**config.mk**
```make
export PLATFORM = sky130hd
export DESIGN_NAME = tx_word_arbiter
export DESIGN_NICKNAME = d
export VERILOG_FILES = /design/src/rtl/uart_pkg.sv /design/src/rtl/baud_tick_gen.sv /design/src/rtl/tx_word_arbiter.sv
export SDC_FILE = /design/constraint.sdc
export NUM_CORES = 1
export LEC_CHECK = 0
export ABC_AREA = 1
export BUFFER_PORTS_ARGS = -buffer_cell sky130_fd_sc_hd__buf_4
export CORE_MARGIN = 4
export CORE_UTILIZATION = 52
export DETAILED_ROUTE_END_ITERATION = 8
export PLACE_DENSITY = 0.88
export SETUP_SLACK_MARGIN = 0.4
export SLEW_MARGIN = 20
export SYNTH_ARGS = -nofsm -noshare
export SYNTH_HDL_FRONTEND = slang
export SYNTH_SLANG_ARGS = --single-unit
```
**constraint.sdc**
```tcl
create_clock -name clk -period 4.45 [get_ports clk]
set_input_delay 0.89 -clock clk [delete_from_list [all_inputs] [get_ports clk]]
set_output_delay 0.89 -clock clk [all_outputs]
set_load 0.03 [all_outputs]
```
**src/rtl/uart_pkg.sv**
```systemverilog
// uart_pkg: shared types and constants for the framed UART word path.
// Holds the sequencer state encoding, the fixed word framing length, the
// default bit period and the width helper for source indices.
package uart_pkg;

    // Sequencer states; ST_GAP is only entered when the inter-word gap is built in.
    typedef enum logic [2:0] {
        ST_IDLE,
        ST_LOAD,
        ST_SEND,
        ST_DONE,
        ST_GAP
    } tx_state_e;

    // 4 bytes x (start + 8 data + stop) bit periods per word.
    localparam int BITS_PER_WORD    = 40;

    // 50 MHz system clock at 115200 baud.
    localparam int DEF_CLKS_PER_BIT = 434;

    // Width of a source index; never narrower than one bit.
    function automatic int src_width(input int n);
        return (n > 1) ? $clog2(n) : 1;
    endfunction

    function automatic int max_int(input int a, input int b);
        return (a > b) ? a : b;
    endfunction

endpackage

```
**src/rtl/baud_tick_gen.sv**
```systemverilog
// baud_tick_gen: bit-period counter. Counts 0..CLKS_PER_BIT-1 while enabled,
// flags the last count of each period, and clears synchronously.
// last_next tells the parent that the count it will see next cycle is the last
// one, so the parent can register its own strobe aligned with that cycle.
module baud_tick_gen
#(
    parameter int CLKS_PER_BIT = 434
) (
    input  logic clk,
    input  logic rst_n,
    input  logic en,
    input  logic clr,
    output logic tick,
    output logic last_next
);

    localparam int CNT_W = (CLKS_PER_BIT > 1) ? $clog2(CLKS_PER_BIT) : 1;
    localparam logic [CNT_W-1:0] LAST = CNT_W'(CLKS_PER_BIT - 1);

    logic [CNT_W-1:0] baud_cnt;
    logic [CNT_W-1:0] baud_cnt_d;

    // Next count: clear wins over enable, wrap after the last count.
    always_comb begin
        baud_cnt_d = baud_cnt;
        if (clr) begin
            baud_cnt_d = '0;
        end else if (en) begin
            baud_cnt_d = (baud_cnt == LAST) ? '0 : baud_cnt + 1'b1;
        end
    end

    // Count register.
    always_ff @(posedge clk or negedge rst_n) begin
        if (!rst_n) begin
            baud_cnt <= '0;
        end else begin
            baud_cnt <= baud_cnt_d;
        end
    end

    assign tick      = en && !clr && (baud_cnt == LAST);
    assign last_next = (baud_cnt_d == LAST);

endmodule

```
**src/rtl/tx_word_arbiter.sv**
```systemverilog
// tx_word_arbiter: round-robin arbiter and bit sequencer in front of the 40-bit
// framed UART word transmitter. Optional idle gap between words: TX_GAP_EN.
//
// Handshake: a source raises req[i] with its word on req_data[32*i+:32] and
// holds both until grant[i] pulses. The word is captured on the edge that
// raises grant, so once grant[i] is seen the source may drop req or change its
// data without affecting the word in flight.
module tx_word_arbiter
    import uart_pkg::*;
#(
    parameter int NUM_REQ      = 2,
    parameter int CLKS_PER_BIT = DEF_CLKS_PER_BIT,
    parameter int GAP_BITS     = 2
) (
    input  logic                            clk,
    input  logic                            rst_n,
    input  logic [NUM_REQ-1:0]              req,
    input  logic [32*NUM_REQ-1:0]           req_data,
    output logic [NUM_REQ-1:0]              grant,
    output logic [31:0]                     tx_data,
    output logic                            tx_start,
    output logic                            tx_tick,
    input  logic                            tx_finish,
    output logic                            busy,
    output logic [src_width(NUM_REQ)-1:0]   cur_src,
    output logic                            err
);

    localparam int SRC_W     = src_width(NUM_REQ);
    localparam int BIT_CNT_W = $clog2(max_int(BITS_PER_WORD, GAP_BITS) + 1);

    tx_state_e            state_q;
    tx_state_e            state_d;
    logic [SRC_W-1:0]     ptr_q;
    logic [SRC_W-1:0]     sel_idx;
    logic [NUM_REQ-1:0]   req_rot;
    int                   sel_off;
    logic [BIT_CNT_W-1:0] bit_cnt;
    logic                 baud_en;
    logic                 baud_clr;
    logic                 baud_tick;
    logic                 baud_last_next;
    logic                 word_end;

    // The same bit-period counter times the word and, when built in, the gap.
`ifdef TX_GAP_EN
    logic gap_end;
    assign baud_en  = (state_q == ST_SEND) || (state_q == ST_GAP);
    assign gap_end  = baud_tick && (bit_cnt == BIT_CNT_W'(GAP_BITS - 1));
`else
    assign baud_en  = (state_q == ST_SEND);
`endif
    assign baud_clr = (state_q == ST_LOAD) || (state_q == ST_DONE);
    assign word_end = baud_tick && (bit_cnt == BIT_CNT_W'(BITS_PER_WORD - 1));

    baud_tick_gen #(
        .CLKS_PER_BIT (CLKS_PER_BIT)
    ) u_baud (
        .clk       (clk),
        .rst_n     (rst_n),
        .en        (baud_en),
        .clr       (baud_clr),
        .tick      (baud_tick),
        .last_next (baud_last_next)
    );

    // Round-robin pick: rotate requests so the pointer sits at bit 0, take the
    // lowest set bit, then rotate the offset back into a source index.
    always_comb begin
        req_rot = NUM_REQ'({req, req} >> ptr_q);
        sel_off = 0;
        for (int i = NUM_REQ - 1; i >= 0; i--) begin
            if (req_rot[i]) begin
                sel_off = i;
            end
        end
        sel_idx = SRC_W'((int'(ptr_q) + sel_off) % NUM_REQ);
    end

    // State register.
    always_ff @(posedge clk or negedge rst_n) begin
        if (!rst_n) begin
            state_q <= ST_IDLE;
        end else begin
            state_q <= state_d;
        end
    end

    // Next-state logic.
    always_comb begin
        state_d = state_q;
        case (state_q)
            ST_IDLE: if (|req) state_d = ST_LOAD;
            ST_LOAD: state_d = ST_SEND;
            ST_SEND: if (word_end) state_d = ST_DONE;
`ifdef TX_GAP_EN
            ST_DONE: state_d = ST_GAP;
            ST_GAP:  if (gap_end) state_d = ST_IDLE;
`else
            ST_DONE: state_d = ST_IDLE;
`endif
            default: state_d = ST_IDLE;
        endcase
    end

    // Registered outputs, pointer, bit counter and sticky error; outputs are
    // computed from the next state so they line up with the state they describe.
    always_ff @(posedge clk or negedge rst_n) begin
        if (!rst_n) begin
            grant    <= '0;
            tx_data  <= '0;
            tx_start <= 1'b0;
            tx_tick  <= 1'b0;
            busy     <= 1'b0;
            cur_src  <= '0;
            err      <= 1'b0;
            ptr_q    <= '0;
            bit_cnt  <= '0;
        end else begin
            grant    <= '0;
            tx_start <= 1'b0;
            tx_tick  <= (state_d == ST_SEND) && baud_last_next;
            busy     <= (state_d != ST_IDLE);

            if (state_q == ST_IDLE && state_d == ST_LOAD) begin
                tx_data  <= 32'(req_data >> (32 * int'(sel_idx)));
                cur_src  <= sel_idx;
                grant    <= NUM_REQ'(1) << sel_idx;
                tx_start <= 1'b1;
                tx_tick  <= 1'b1;
            end

            if (state_q == ST_LOAD) begin
                ptr_q <= (int'(cur_src) == NUM_REQ - 1) ? '0 : cur_src + 1'b1;
            end

            if (state_q == ST_LOAD || state_q == ST_DONE) begin
                bit_cnt <= '0;
            end else if (baud_tick) begin
                bit_cnt <= bit_cnt + 1'b1;
            end

            if (state_q == ST_DONE && !tx_finish) begin
                err <= 1'b1;
            end
        end
    end

endmodule

```
==> flow_metrics.env <==
export IMPL_post_route_period_util_pct=48.3
export IMPL_drt_iter0_markers=128
export IMPL_path_max_fanout=35
export IMPL_worstPathCellList="buf_4, nor2_1, nor2_2, inv_2, nor2_4, nand2_1, nand3_1"
export IMPL_instances_no_fill=524
export IMPL_gp_congestion=0.896
export IMPL_slew_viol_final=0
export IMPL_die_w_um=80.6
export IMPL_power_frac_comb_pct=36.8
export IMPL_min_period_ps=2150
export IMPL_nets=521
export IMPL_power_switching_mw=0.731
export IMPL_multi_input_area_mm2=0.00113
export IMPL_grt_start_max_net_pins=59
export IMPL_max_slew_margin_rel_pct=51.8
export IMPL_critPathCaptureType="flip-flop"
export IMPL_cts_root_buf="clkbuf_8"
export IMPL_cts_sinks=58
export IMPL_synth_top_cell_by_area="dfrtp_1"
export IMPL_swShare_pct=38.4
export IMPL_io_buffers=107
export IMPL_cts_tree="yes"
export IMPL_fillers=365
export IMPL_die_y_um=80.6
export IMPL_place_ws_ps=1920
export IMPL_avgSynthCellArea_um2=8.06
export IMPL_critPathMaxStageDelay_ps=640
export IMPL_final_layout_size_suffix_gt1_share_pct=32.2
export IMPL_dp_cells=508
export IMPL_htree_levels=3
export IMPL_rows=26
export IMPL_path_clk_slew_ps=60
export IMPL_synth_distinct_cells=30
export IMPL_async_flop_share_pct=100
export IMPL_grt_pass1_wl_mm=12.0
export IMPL_crit_type="primary input to flip-flop"
export IMPL_dr_pass1_iters=5
export IMPL_p_seq_share_pct=39.0
export IMPL_yosysTopAreaCellShare_pct=52.9
export IMPL_cap_violations=0
export IMPL_power_leakage_nw=1.99
export IMPL_rsz0062_at_grt="false"
export IMPL_cts_buffers=9
export IMPL_cp_start_kind="primary input"
export IMPL_cts_resized=0
export IMPL_dieArea_mm2=0.00650
export IMPL_cts_setup_buffers=0
export IMPL_synth_flop_cell="dfrtp_1"
export IMPL_hold_class="flip-flop to flip-flop"
export IMPL_p_int_mw=1.17
export IMPL_skew_ps=6.36
export IMPL_initial_core_util_pct=53.7
export IMPL_powerDensity_mw_per_mm2=504
export IMPL_setup_ws_ps=2300
export IMPL_route_antenna_remaining_nets=0
export IMPL_io_pins=108
export IMPL_grt_overflow=0
export IMPL_synth_edf_count=0
export IMPL_drc=0
export IMPL_dpl_hpwl_mm=5.46
export IMPL_fin_area_mm2=0.00378
export IMPL_cp_arrival_ps=2410
export IMPL_clkLatencyLatePin_ps=330
export IMPL_timing_fmax_ghz=0.465
export IMPL_outcome="finished clean"
export IMPL_synth_seq_cells=58
export IMPL_syn_num_nets=412
export IMPL_antenna_found_initial=0
export IMPL_area_growth_syn_to_layout_pct=37.7
export IMPL_wl_per_cell_um=14.2
export IMPL_postLayoutCoreUtil_pct=73.9
export IMPL_worstMarginPinSlew_ps=722
export IMPL_slowest_stage="nor2_4"
export IMPL_syn_inst=340
export IMPL_finalHoldViolations=0
export IMPL_pwr_share_clk_pct=24.2
export IMPL_vias_per_cell=5.15
export IMPL_cts_buffer_depth=2
export IMPL_yosysSeqAreaShare_pct=52.9
export IMPL_dr_total_vias=2699
export IMPL_ir_worst_vdd_v=0.000334
export IMPL_routed_wl_mm=7.44
export IMPL_grt_use_total_pct=24.5
export IMPL_cp_num_buf_inv=2
export IMPL_worstPathRequired_ps=4710
export IMPL_yosys_warnings=0
export IMPL_synth_area_top_cells="dfrtp_1 (53%), nand2_1 (19%), nand3_1 (8.2%)"
export IMPL_setup_tns_final_ps=0
export IMPL_postPlaceCellArea_mm2=0.00359
export IMPL_grt_pass1_vias=2623
export IMPL_cp_top_family="simple AND/OR/NAND/NOR gates"
export IMPL_setup_viol=0
export IMPL_fp_coreArea_mm2=0.00511
export IMPL_register_area_mm2=0.00145
export IMPL_cts_hold_buf=0
export IMPL_netlist_area_mm2=0.00274
export IMPL_antenna_cells=0
-- state kept, by name, summed over array words and instances (netlist names), 2 cells and up --
signal	flops
grant	2
tx_data	32
bit_cnt	6
state_q	3
u_baud.baud_cnt	9
-- path summary, 6_finish.rpt --
| check | cells after the start | slack (ps) | end | start |
|---|---|---|---|---|
| setup / recovery | 7 | 2300 | tx_data[4] | req[1] |
| hold / removal | 1 | 480 | bit_cnt[4] | bit_cnt[4] |
| setup reg to reg | 7 | 2330 | tx_data[4] | state_q[0] |
| hold reg to reg | 1 | 480 | bit_cnt[4] | bit_cnt[4] |
| max in group asynchronous | 1 | 3370 | bit_cnt[5] | rst_n |
| min in group asynchronous | 1 | 610 | u_baud.baud_cnt[0] | rst_n |
-- synthesized netlist by cell type, types with 2 or more instances --
cell type / n
nor2_1: 18
dfrtp_1: 58
clkbuf_1: 2
nand3_2: 2
a21oi_1: 4
inv_2: 7
nor2_4: 2
buf_2: 6
nand2_1: 137
nor3_1: 2
nor2_2: 4
o21ai_0: 6
ha_1: 3
inv_1: 23
nand4_1: 5
nand2_2: 2
o21bai_1: 2
nand3_1: 45
-- power groups by stage --
stage / logic (mW) / clock network, mW / registers, mW
4_1_cts: 0.707 / 0.466 / 0.739
6_report: 0.701 / 0.460 / 0.741
3_3_place_gp: 0.687 / 0 / 0.742
2_1_floorplan: 0.187 / 0 / 0.956
3_5_place_dp: 0.708 / 0 / 0.741
5_1_grt: 0.755 / 0.485 / 0.755
-- cells in the final DEF (no fill, tap or decap), types with 3 or more instances in the layout --
| cell | synthesis | layout |
|---|---|---|
| dfrtp_1 | 58 | 58 |
| nand3_1 | 45 | 45 |
| nand2_1 | 137 | 137 |
| clkbuf_8 | 0 | 9 |
| inv_1 | 23 | 23 |
| buf_4 | 0 | 107 |
| nor2_1 | 18 | 18 |
| a21oi_1 | 4 | 4 |
| nand4_1 | 5 | 5 |
| nor2_2 | 4 | 4 |
| inv_2 | 7 | 7 |
| clkinv_2 | 0 | 4 |
| ha_1 | 3 | 3 |
| o21ai_0 | 6 | 6 |
-- layout make-up --
type                       count  share of cell area, %
timing repair buffer         107                   21.3
clock inverter                 6                   1.52
tap                           70                   2.32
sequential                    58                   38.4
inverter                      31                   3.15
clock buffer                  10                   3.38
multi-input combinational    242                   29.9
-- per-layer routing --
metal  vias to the layer above  wire [um]  global-route usage (%)
li1                       1291          -                       -
met1                      1257       2900                    28.6
met2                       132       3780                    41.3
met3                        19        572                    6.61
met4                         0        190                    12.5
met5                         -          0                       0
-- cells by family after synthesis --
group                    count (synthesis)  synth area share, %
buffers and inverters                   40                 5.84
XOR/XNOR                                 1                0.320
flip-flops                              58                 52.9
other                                    1                0.137
AND/OR/NAND/NOR                        221                 35.8
AO/OA/AOI/OAI                           16                 3.56
adder cells (fa/ha/maj)                  3                 1.37
-- metrics by stage --
stage	hold slack [ps]	power, mW
after floorplan	433	1.14
after global placement	446	1.43
after detailed placement	455	1.45
after CTS	464	1.91
after global routing	498	1.99
final	475	1.90
Power figures use the tool's default switching activity.
